==> src/rtl/bp_predictor.sv <==
// 2-bit saturating-counter branch predictor fronting the prediction cache; BP_STATS_EN adds stat counters.
// Latency: guess/mispredict combinational; cache write one cycle after resolve (bypass covers the gap).
// Backpressure: none, one guess and one resolve accepted every cycle.
`timescale 1ns/1ps
module bp_predictor #(
  parameter int PC_WIDTH   = 32,
  parameter int CA_AWIDTH  = 30,
  parameter int CTR_WIDTH  = 2,
  parameter int STAT_WIDTH = 32
) (
  input  logic                  clk,
  input  logic                  reset,
  input  logic [PC_WIDTH-1:0]   pc_guess,
  input  logic                  is_br_guess,
  output logic                  br_pred_taken,
  input  logic [PC_WIDTH-1:0]   pc_check,
  input  logic                  is_br_check,
  input  logic                  br_taken_check,
  input  logic                  guess_check,
  output logic                  mispredict,
  output logic [CA_AWIDTH-1:0]  ca0_addr,
  input  logic [CTR_WIDTH-1:0]  ca0_dout,
  input  logic                  ca0_hit,
  output logic [CA_AWIDTH-1:0]  ca1_addr,
  input  logic [CTR_WIDTH-1:0]  ca1_dout,
  input  logic                  ca1_hit,
  output logic [CA_AWIDTH-1:0]  cw_addr,
  output logic [CTR_WIDTH-1:0]  cw_din,
  output logic                  cw_we,
  output logic [STAT_WIDTH-1:0] stat_branches,
  output logic [STAT_WIDTH-1:0] stat_mispredicts
);

  generate
    if (CTR_WIDTH != 2) begin : g_bad_ctr_width
      $error("bp_predictor: CTR_WIDTH must be 2");
    end
  endgenerate

  localparam logic [CTR_WIDTH-1:0] WEAK_T  = CTR_WIDTH'(2);
  localparam logic [CTR_WIDTH-1:0] WEAK_NT = CTR_WIDTH'(1);

  logic                 upd_valid;
  logic [CA_AWIDTH-1:0] upd_addr;
  logic [CTR_WIDTH-1:0] upd_data;

  logic                 g_bypass;
  logic [CTR_WIDTH-1:0] g_ctr;
  logic                 c_bypass;
  logic                 c_known;
  logic [CTR_WIDTH-1:0] c_base;
  logic [CTR_WIDTH-1:0] c_new;

  logic unused_pc_bits;
  assign unused_pc_bits = ^{pc_guess, pc_check};

  assign ca0_addr = pc_guess[CA_AWIDTH+1:2];
  assign ca1_addr = pc_check[CA_AWIDTH+1:2];

  assign mispredict = is_br_check & (guess_check ^ br_taken_check);

  // The pending write has not reached the cache yet, so it takes priority over cache data.
  always_comb begin
    g_bypass      = upd_valid && (upd_addr == ca0_addr);
    g_ctr         = g_bypass ? upd_data : ca0_dout;
    br_pred_taken = is_br_guess & (g_bypass | ca0_hit) & g_ctr[CTR_WIDTH-1];
  end

  always_comb begin
    c_bypass = upd_valid && (upd_addr == ca1_addr);
    c_known  = c_bypass | ca1_hit;
    c_base   = c_bypass ? upd_data : ca1_dout;
    c_new    = br_taken_check ? WEAK_T : WEAK_NT;
    if (c_known) begin
      if (br_taken_check)
        c_new = (c_base == '1) ? c_base : c_base + 1'b1;
      else
        c_new = (c_base == '0) ? c_base : c_base - 1'b1;
    end
  end

  always_ff @(posedge clk) begin
    if (reset) begin
      upd_valid <= 1'b0;
      upd_addr  <= '0;
      upd_data  <= '0;
    end else begin
      upd_valid <= is_br_check;
      if (is_br_check) begin
        upd_addr <= ca1_addr;
        upd_data <= c_new;
      end
    end
  end

  assign cw_we   = upd_valid;
  assign cw_addr = upd_addr;
  assign cw_din  = upd_data;

`ifdef BP_STATS_EN
  always_ff @(posedge clk) begin
    if (reset) begin
      stat_branches    <= '0;
      stat_mispredicts <= '0;
    end else begin
      if (is_br_check && (stat_branches != '1))
        stat_branches <= stat_branches + 1'b1;
      if (mispredict && (stat_mispredicts != '1))
        stat_mispredicts <= stat_mispredicts + 1'b1;
    end
  end
`else
  assign stat_branches    = '0;
  assign stat_mispredicts = '0;
`endif

endmodule

==> config.mk <==
export PLATFORM = sky130hd
export DESIGN_NAME = bp_predictor
export DESIGN_NICKNAME = d
export VERILOG_FILES = /design/src/rtl/bp_predictor.sv
export SDC_FILE = /design/constraint.sdc
export NUM_CORES = 1
export LEC_CHECK = 0
export ABC_AREA = 0
export CAP_MARGIN = 20
export CORE_MARGIN = 2
export CORE_UTILIZATION = 30
export DETAILED_ROUTE_END_ITERATION = 12
export MAX_ROUTING_LAYER = met4
export PLACE_DENSITY = 0.78
export SLEW_MARGIN = 10
export SYNTH_ARGS = -nofsm -noshare
export SYNTH_HDL_FRONTEND = slang
export SYNTH_SLANG_ARGS = --single-unit
==> constraint.sdc <==
create_clock -name clk -period 1.55 [get_ports clk]
set_clock_uncertainty 0.1 [all_clocks]
set_input_delay 0.2325 -clock clk [delete_from_list [all_inputs] [get_ports clk]]
set_output_delay 0.2325 -clock clk [all_outputs]
set_load 0.005 [all_outputs]
# After elaboration in Yosys (flattened, before gate mapping)
# Cells that the tools add are included.
[word_totals]
inputBits = 76
elab_cells = 24
out_inout_bits = 159
register_bits = 33
[classes]
n_eq_ne = 3
add_sub_neg = 2
bitwise = 6
n_mux = 7
n_reduce_logical = 3
[ops]
columns = ["op", "count"]
rows = [
  ["30-bit == test", 2],
  ["2-bit two-way mux", 7],
  ["1-bit AND", 3],
  ["2-bit by 1-bit adder with 2-bit output (second input constant)", 1],
  ["2-bit == test (second input constant)", 1],
  ["1-bit logical AND", 2],
  ["2-bit logical NOT", 1],
  ["1-bit OR", 2],
  ["2-bit by 1-bit subtractor with 2-bit output (second input constant)", 1],
  ["1-bit bitwise XOR", 1],
]

# Depth between registers and ports, before layout
# Gate-level depths: netlist (run 1).
[logic_depth]
word_depth = 7
mapped_depth = 6
depth_no_buf = 6

# Least setup slack after synthesis (run 1)
# No wires, ideal clock.
[synth_timing]
kind = "register to register"
from = "reg upd_addr[19] (netlist: cw_addr[19])"
to = "reg upd_data[1] (netlist: cw_din[1])"
path_buffers = 0
arrival_time_ns = 1.460
path_stages_with_launch = 7
required_ns = 1.371
period_less_slack_ns = 1.639
setup_slack_ns = -0.089
setup_time_ns = 0.079
cell_sequence = "dfxtp_1 -> xnor2_1 -> nand4_1 -> nor4_2 -> nand2_1 -> o21a_1 -> a211oi_2"
[synth_via]
elab_chain_cells = 7
word_cells_on_any_way = 12
cone_classes = "2 x add/sub; 2 x eq/ne; 5 x mux; 1 x bitwise; 2 x reduce/logical"
[synth_rtl]
columns = ["item", "line", "source"]
rows = [
  ["from (decl)", "44", "logic [CA_AWIDTH-1:0] upd_addr;"],
  ["from (signal assigned)", "90", "upd_addr <= ca1_addr;"],
  ["30-bit == test *", "70", "c_bypass = upd_valid && (upd_addr == ca1_addr);"],
  ["1-bit logical AND *", "70", ""],
  ["2-bit two-way mux", "72", "c_base = c_bypass ? upd_data : ca1_dout;"],
  ["2-bit by 1-bit subtractor with 2-bit output, or another cell as far along", "78", "c_new = (c_base == '0) ? c_base : c_base - 1'b1;"],
  ["2-bit two-way mux, on equally long branches", "78, 76", ""],
  ["2-bit two-way mux", "75", "if (br_taken_check)"],
  ["2-bit two-way mux *", "74", "if (c_known) begin"],
  ["to (signal assigned)", "91", "upd_data <= c_new;"],
  ["to (decl)", "45", "logic [CTR_WIDTH-1:0] upd_data;"],
]
# Mark *: on every way between the ends. The rest lies on a longest branch, timed or not.
# A chain may end at the register's enable or synchronous reset.

# Final worst setup path (run 1)
[layout_timing]
from = "reg upd_addr[8] (netlist: cw_addr[8])"
to = "out br_pred_taken"
[layout_via]
elab_chain_cells = 5
word_cells_on_any_way = 6
cone_classes = "1 x eq/ne; 1 x mux; 3 x bitwise; 1 x reduce/logical"
[layout_rtl]
columns = ["item", "line", "source"]
rows = [
  ["30-bit == test *", "64", "g_bypass = upd_valid && (upd_addr == ca0_addr);"],
  ["1-bit logical AND *", "64", ""],
  ["1-bit OR", "66", "br_pred_taken = is_br_guess & (g_bypass | ca0_hit) & g_ctr[CTR_WIDTH-1];"],
  ["1-bit AND", "66", ""],
  ["1-bit AND *", "66", ""],
  ["to (decl)", "15", "output logic br_pred_taken,"],
]
# Marks and branches as above.

==> flow_summary.json, run 1 <==
{
  "antenna_found_initial": 0,
  "ys_seq_area_share_pct": 23.0,
  "violations": "setup timing",
  "port-buffer-count": 165,
  "synthArstFlopShare_pct": 0,
  "hp-class": "input pin to flip-flop",
  "clk_latency_ns": 0.28,
  "max-clock-path-buffers": 2,
  "dr_wl_met2_mm": 4.69,
  "areaGrowthSynthToFinish_pct": 65.4,
  "ys_ff_latch": 33,
  "status": "finished, violations left",
  "met1Wirelength_mm": 3.42,
  "drt_iter0_markers": 34,
  "avgSynthCellArea_um2": 8.63,
  "cts_tree": "yes",
  "die_area_um2": 10400,
  "clock-root-buffer": "clkbuf_8",
  "finalWeightedCongestion": 0.768,
  "worst_setup_hold_path_clk_slew_ns": 0.07,
  "rrSetupSlack_ns": -0.37,
  "ys.flop_type": "dfxtp_1",
  "antenna_left": 0,
  "viasPerCell": 4.02,
  "grt_pass1_vias": 2630,
  "ir_drop_mv": 0.309,
  "highest_layer": "met4",
  "drive_above_1_share_pct": 27.8,
  "die_y_um": 102,
  "core_area_um2": 9280,
  "grt_max_degree": 34,
  "dp_hpwl_mm": 7.24,
  "p_per_area_nw_per_um2": 556,
  "wire_per_inst_um": 13.8,
  "worst-setup-path-type": "flip-flop to output port",
  "power_mw": 2.64,
  "required_ns": 1.22,
  "max_freq_ghz": 0.436,
  "yosys.cell_types.count": 27,
  "wl_mm": 8.77,
  "grt_remaining_overflow": 0,
  "critical_path_arrival_ns": 1.96,
  "ys_warn_count": 0,
  "grt_usage_pct": 16.9,
  "clock-sinks": 33,
  "start_util_pct": 30.9,
  "drt_pass1_iterations": 4,
  "grt_first_pass_wirelength_mm": 13.1,
  "crit_path_end": "br_pred_taken",
  "cp-start-kind": "flip-flop",
  "antenna_cells": 0,
  "reg2reg_depth": 7,
  "finalHoldViolations": 0,
  "io_pins": 235,
  "finalCritPeriodShare_pct": 148,
  "cp_max_fo": 2,
  "synth_cells": 333,
  "num-fill-cells": 886,
  "wl_met3_um": 518,
  "num_rows": 35,
  "drc": 0,
  "grt_setup_unrepaired": "yes",
  "final_max_slew_viol_count": 0,
  "r2r-start": "cw_addr[3]$_SDFFE_PP0P_",
  "htree_levels": 2,
  "end_kind": "output port",
  "numCtsBuffers": 5,
  "place_ws_ns": -1.27,
  "timing.rr.end": "cw_din[1]$_SDFFE_PP0P_",
  "layout.nets": 584,
  "synth-edff-count": 0,
  "finalCriticalPeriod_ns": 2.29,
  "worst_slack_ns": -0.744,
  "power.leakage_nw": 2.36,
  "max-cap-violations": 0,
  "die_x_um": 102,
  "setup_viol": 3,
  "vias": 2562,
  "synthesis.area_um2": 2870,
  "cp-startpoint": "cw_addr[8]$_SDFFE_PP0P_"
}
metal layers:
layer / GRT usage (%) / vias to the layer above
li1: - / 1252
met1: 18.9 / 1157
met2: 31.0 / 139
met3: 2.94 / 14
met4: 4.21 / 0
met5: - / -
state kept, by name, indices dropped and copies added, names as in the netlist:
register	cells
cw_addr	30
cw_din	2
cw_we	1
placed cells by master, fill, tap and decap left out, drive strengths merged, types with 2 or more instances in the layout:
cell type      synthesis  routed
a211oi                 2       2
a21oi                  2       2
and2                   2       2
buf                  127      74
clkbuf                 5       7
clkdlybuf4s15          0       2
clkdlybuf4s50          0      65
conb                   1      64
dfxtp                 33      33
dlygate4sd2            0      92
dlymetal6s2s           0       4
inv                    3       3
mux2i                 32      32
nand3                  3       3
nand4                 13      13
nor2                  33      33
nor2b                  2       2
nor4                   6       6
o21ai                  3       3
xnor2                 49      49
xor2                  12      12
layout make-up:
class                   count  area [µm²]  share of cell area (%)
flip-flops and latches     33         703                    14.8
inverters                   3        11.3                   0.237
multi-input cells         228        1680                    35.4
well taps                 129         161                    3.40
repair buffers            237        2110                    44.4
clock buffers               7        86.3                    1.82
power by group:
group | switching (mW) | internal, mW | leakage [nW]
clock network | 0.311 | 0.353 | 0.0443
registers | 0.0407 | 0.909 | 0.284
logic | 0.423 | 0.608 | 2.03
total | 0.774 | 1.87 | 2.36
stage by stage:
| stage | instances | setup TNS, ns | area [µm²] | util [%] | hold WS [ns] |
|---|---|---|---|---|---|
| global placement | 630 | -7.72 | 4530 | 48.8 | 0.421 |
| global route | 637 | -1.75 | 4750 | 51.2 | 0.365 |
| CTS | 637 | -1.66 | 4660 | 50.2 | 0.337 |
| finish | 637 | -1.45 | 4750 | 51.2 | 0.343 |
| detailed placement | 630 | -8.40 | 4530 | 48.8 | 0.457 |
| floorplan | 396 | -0.0318 | 3130 | - | 0.280 |
synth_stat cells (all sizes together) (2+ instances only):
| cell | number | area [µm²] |
|---|---|---|
| buf | 127 | 945 |
| xnor2 | 49 | 429 |
| dfxtp | 33 | 661 |
| nor2 | 33 | 124 |
| mux2i | 32 | 320 |
| nand4 | 13 | 81.3 |
| xor2 | 12 | 105 |
| nor4 | 6 | 50.0 |
| clkbuf | 5 | 18.8 |
| inv | 3 | 11.3 |
| nand3 | 3 | 15.0 |
| o21ai | 3 | 15.0 |
| a211oi | 2 | 20.0 |
| a21oi | 2 | 10.0 |
| and2 | 2 | 12.5 |
| nor2b | 2 | 12.5 |
cell families (layout without fill, tap and decap cells):
family                     count (synthesis)  after routing  synth area share [%]
adders and majority gates                  1              1                 0.348
xor gates and xnor gates                  61             61                  18.6
and+or+nand+nor                           60             60                  10.4
AOI/OAI and AO/OA                         10             10                  2.44
muxes                                     32             32                  11.1
buffers and inverters                    135            247                  33.9
other                                      1             64                 0.131
DFF                                       33             33                  23.0
critical path: stages, from the launching register on:
cell and delay, ns:
dfxtp_2 0.34, xnor2_2 0.15, nand4_1 0.20, nor4_2 0.29, buf_4 0.15, nand4_1 0.17, mux2i_1 0.16, nor2b_1 0.11
buf_2 0.12
how the worst min path moves through the flow:
stage	startpoint	endpoint	slack [ns]	cells after the start
2_1_floorplan	pc_check[2]	cw_addr[0]$_SDFFE_PP0P_	0.28	2
3_3_place_gp	cw_din[0]$_SDFFE_PP0P_	cw_din[0]$_SDFFE_PP0P_	0.42	2
3_5_place_dp	cw_din[0]$_SDFFE_PP0P_	cw_din[0]$_SDFFE_PP0P_	0.46	2
4_1_cts	pc_check[17]	cw_addr[15]$_SDFFE_PP0P_	0.34	3
5_1_grt	pc_check[17]	cw_addr[15]$_SDFFE_PP0P_	0.36	3
6_report	pc_check[17]	cw_addr[15]$_SDFFE_PP0P_	0.34	3
repair_timing:
item | CTS | global route
gates resized for setup | 133 | 19
buffers inserted | 1 | 0
hold buffers | 0 | 0
setup endpoints to repair | 97 | 5
pin swaps | 21 | 16
hold endpoints to repair | 0 | 0
(Power assumes the default switching activity.)
==> run 2, diff against run 1 <==
HOLD_SLACK_MARGIN = 0.06   (was default)
SLEW_MARGIN = 20   (was 10)
==> results of run 2 <==
Same layout as run 1: the final DEF is identical, and so are final timing and power.
==> run 3, diff against run 2 <==
TNS_END_PERCENT = 30   (was default)
==> flow_summary.json, run 3 (same netlist as run 1, synthesis figures left out) <==
{
  "antenna_found_initial": 0,
  "cts_setup_buffers": 0,
  "grt_max_degree": 36,
  "finalCriticalPeriod_ns": 2.26,
  "drt_iter0_markers": 27,
  "highest_layer": "met4",
  "dr_wl_met2_mm": 4.59,
  "dp_hpwl_mm": 7.09,
  "p_per_area_nw_per_um2": 562,
  "antenna_left": 0,
  "max_freq_ghz": 0.442,
  "cts_tree": "yes",
  "finalCritPeriodShare_pct": 146,
  "finalHoldViolations": 0,
  "critical_path_arrival_ns": 1.93,
  "final_max_slew_viol_count": 0,
  "power.leakage_nw": 2.26,
  "clk_latency_ns": 0.29,
  "setup_viol": 3,
  "grt_usage_pct": 16.3,
  "clock-sinks": 33,
  "layout.nets": 581,
  "wl_met3_um": 647,
  "dp_cells": 627,
  "status": "finished, violations left",
  "max-clock-path-buffers": 2,
  "final_common_cell": "dlygate4sd2_1",
  "htree_levels": 2,
  "num_rows": 35,
  "viasPerCell": 4.04,
  "worst-setup-path-type": "flip-flop to output port",
  "largest_register_ffs": 30,
  "place_ws_ns": -1.35,
  "die_x_um": 102,
  "grt_setup_unrepaired": "yes",
  "final_cells": 635,
  "start_util_pct": 30.9,
  "core_area_um2": 9280,
  "grt_remaining_overflow": 0,
  "hp-class": "input pin to flip-flop",
  "end_kind": "output port",
  "cp-start-kind": "flip-flop",
  "die_y_um": 102,
  "max-cap-violations": 0,
  "wire_per_inst_um": 13.7,
  "final_cell_mix": "93 x dlygate4sd2_1, 69 x clkdlybuf4s50_1, 67 x buf_4, 64 x conb_1, 37 x xnor2_1",
  "worst_setup_hold_path_clk_slew_ns": 0.08,
  "cts.hold.buffers_added": 0,
  "vias": 2563,
  "met1Wirelength_mm": 3.39,
  "drc": 0,
  "areaGrowthSynthToFinish_pct": 60.8,
  "drive_above_1_share_pct": 25.9,
  "worst_slack_ns": -0.711,
  "clock-root-buffer": "clkbuf_8",
  "violations": "setup timing",
  "drt_pass1_iterations": 4,
  "port-buffer-count": 165,
  "grt_pass1_vias": 2621,
  "wl_mm": 8.69,
  "power_mw": 2.60,
  "numCtsBuffers": 5,
  "cp_max_fo": 2,
  "io_pins": 235,
  "die_area_um2": 10400,
  "grt_first_pass_wirelength_mm": 12.7,
  "ir_drop_mv": 0.342,
  "fin_worst_hold_slack_ns": 0.306,
  "finalWeightedCongestion": 0.782,
  "final_util_pct": 49.7,
  "antenna_cells": 0,
  "required_ns": 1.22
}
run 3: cell types whose count changed in the layout (fill, tap and decap cells not counted), moves of 4 or more:
| cell | change |
|---|---|
| xnor2_1 | +8 |
| xnor2_2 | -6 |
| buf_6 | -5 |
| clkdlybuf4s50_1 | +4 |
| dlymetal6s2s_1 | -4 |
run 3: worst max-delay path, stage by stage, from the launching register on:
cell     delay, ns
dfxtp_2       0.34
xnor2_2       0.14
nand4_1       0.16
nor4_2        0.29
buf_4         0.15
nand4_1       0.13
mux2i_1       0.16
nor2b_1       0.14
buf_2         0.13
run 3: where the power goes:
part	internal [mW]	switching, mW
Sequential	0.909	0.0397
Clock	0.310	0.349
Combinational	0.582	0.407
Total	1.80	0.797
run 3: layout make-up:
class / count / area [µm²]
Multi-Input combinational cell: 228 / 1590
Clock buffer: 5 / 68.8
Clock inverter: 3 / 17.5
Timing Repair Buffer: 234 / 2060
Sequential cell: 33 / 702
Fill cell: 937 / 4670
Tap cell: 129 / 161
Inverter: 3 / 11.3
run 3: metal layers:
metal  GRT usage [%]  vias to the layer above
met2            30.6                      136
met1            17.6                     1173
met3            3.76                        6
li1                -                     1248
met4            3.08                        0
met5               -                        -
run 3: worst paths after layout:
path / from / depth (start not counted) / endpoint / slack, ns
max: cw_addr[5]$_SDFFE_PP0P_ / 8 / br_pred_taken / -0.71
min: pc_check[3] / 3 / cw_addr[1]$_SDFFE_PP0P_ / 0.31
max reg2reg: cw_addr[20]$_SDFFE_PP0P_ / 8 / cw_din[1]$_SDFFE_PP0P_ / -0.33
min reg2reg: cw_din[0]$_SDFFE_PP0P_ / 2 / cw_din[0]$_SDFFE_PP0P_ / 0.44
run 3: timing repair:
| item | CTS | global route |
|---|---|---|
| resized for setup | 130 | 4 |
| pin swaps | 19 | 1 |
| endpoints found under the setup margin | 97 | 5 |
run 3: per-stage QoR:
| stage | instance area [µm²] | TNS, ns |
|---|---|---|
| floorplan | 3130 | -0.0748 |
| global placement | 4520 | -7.67 |
| detailed placement | 4520 | -8.44 |
| CTS | 4610 | -1.45 |
| global route | 4620 | -1.78 |
| finish | 4620 | -1.35 |
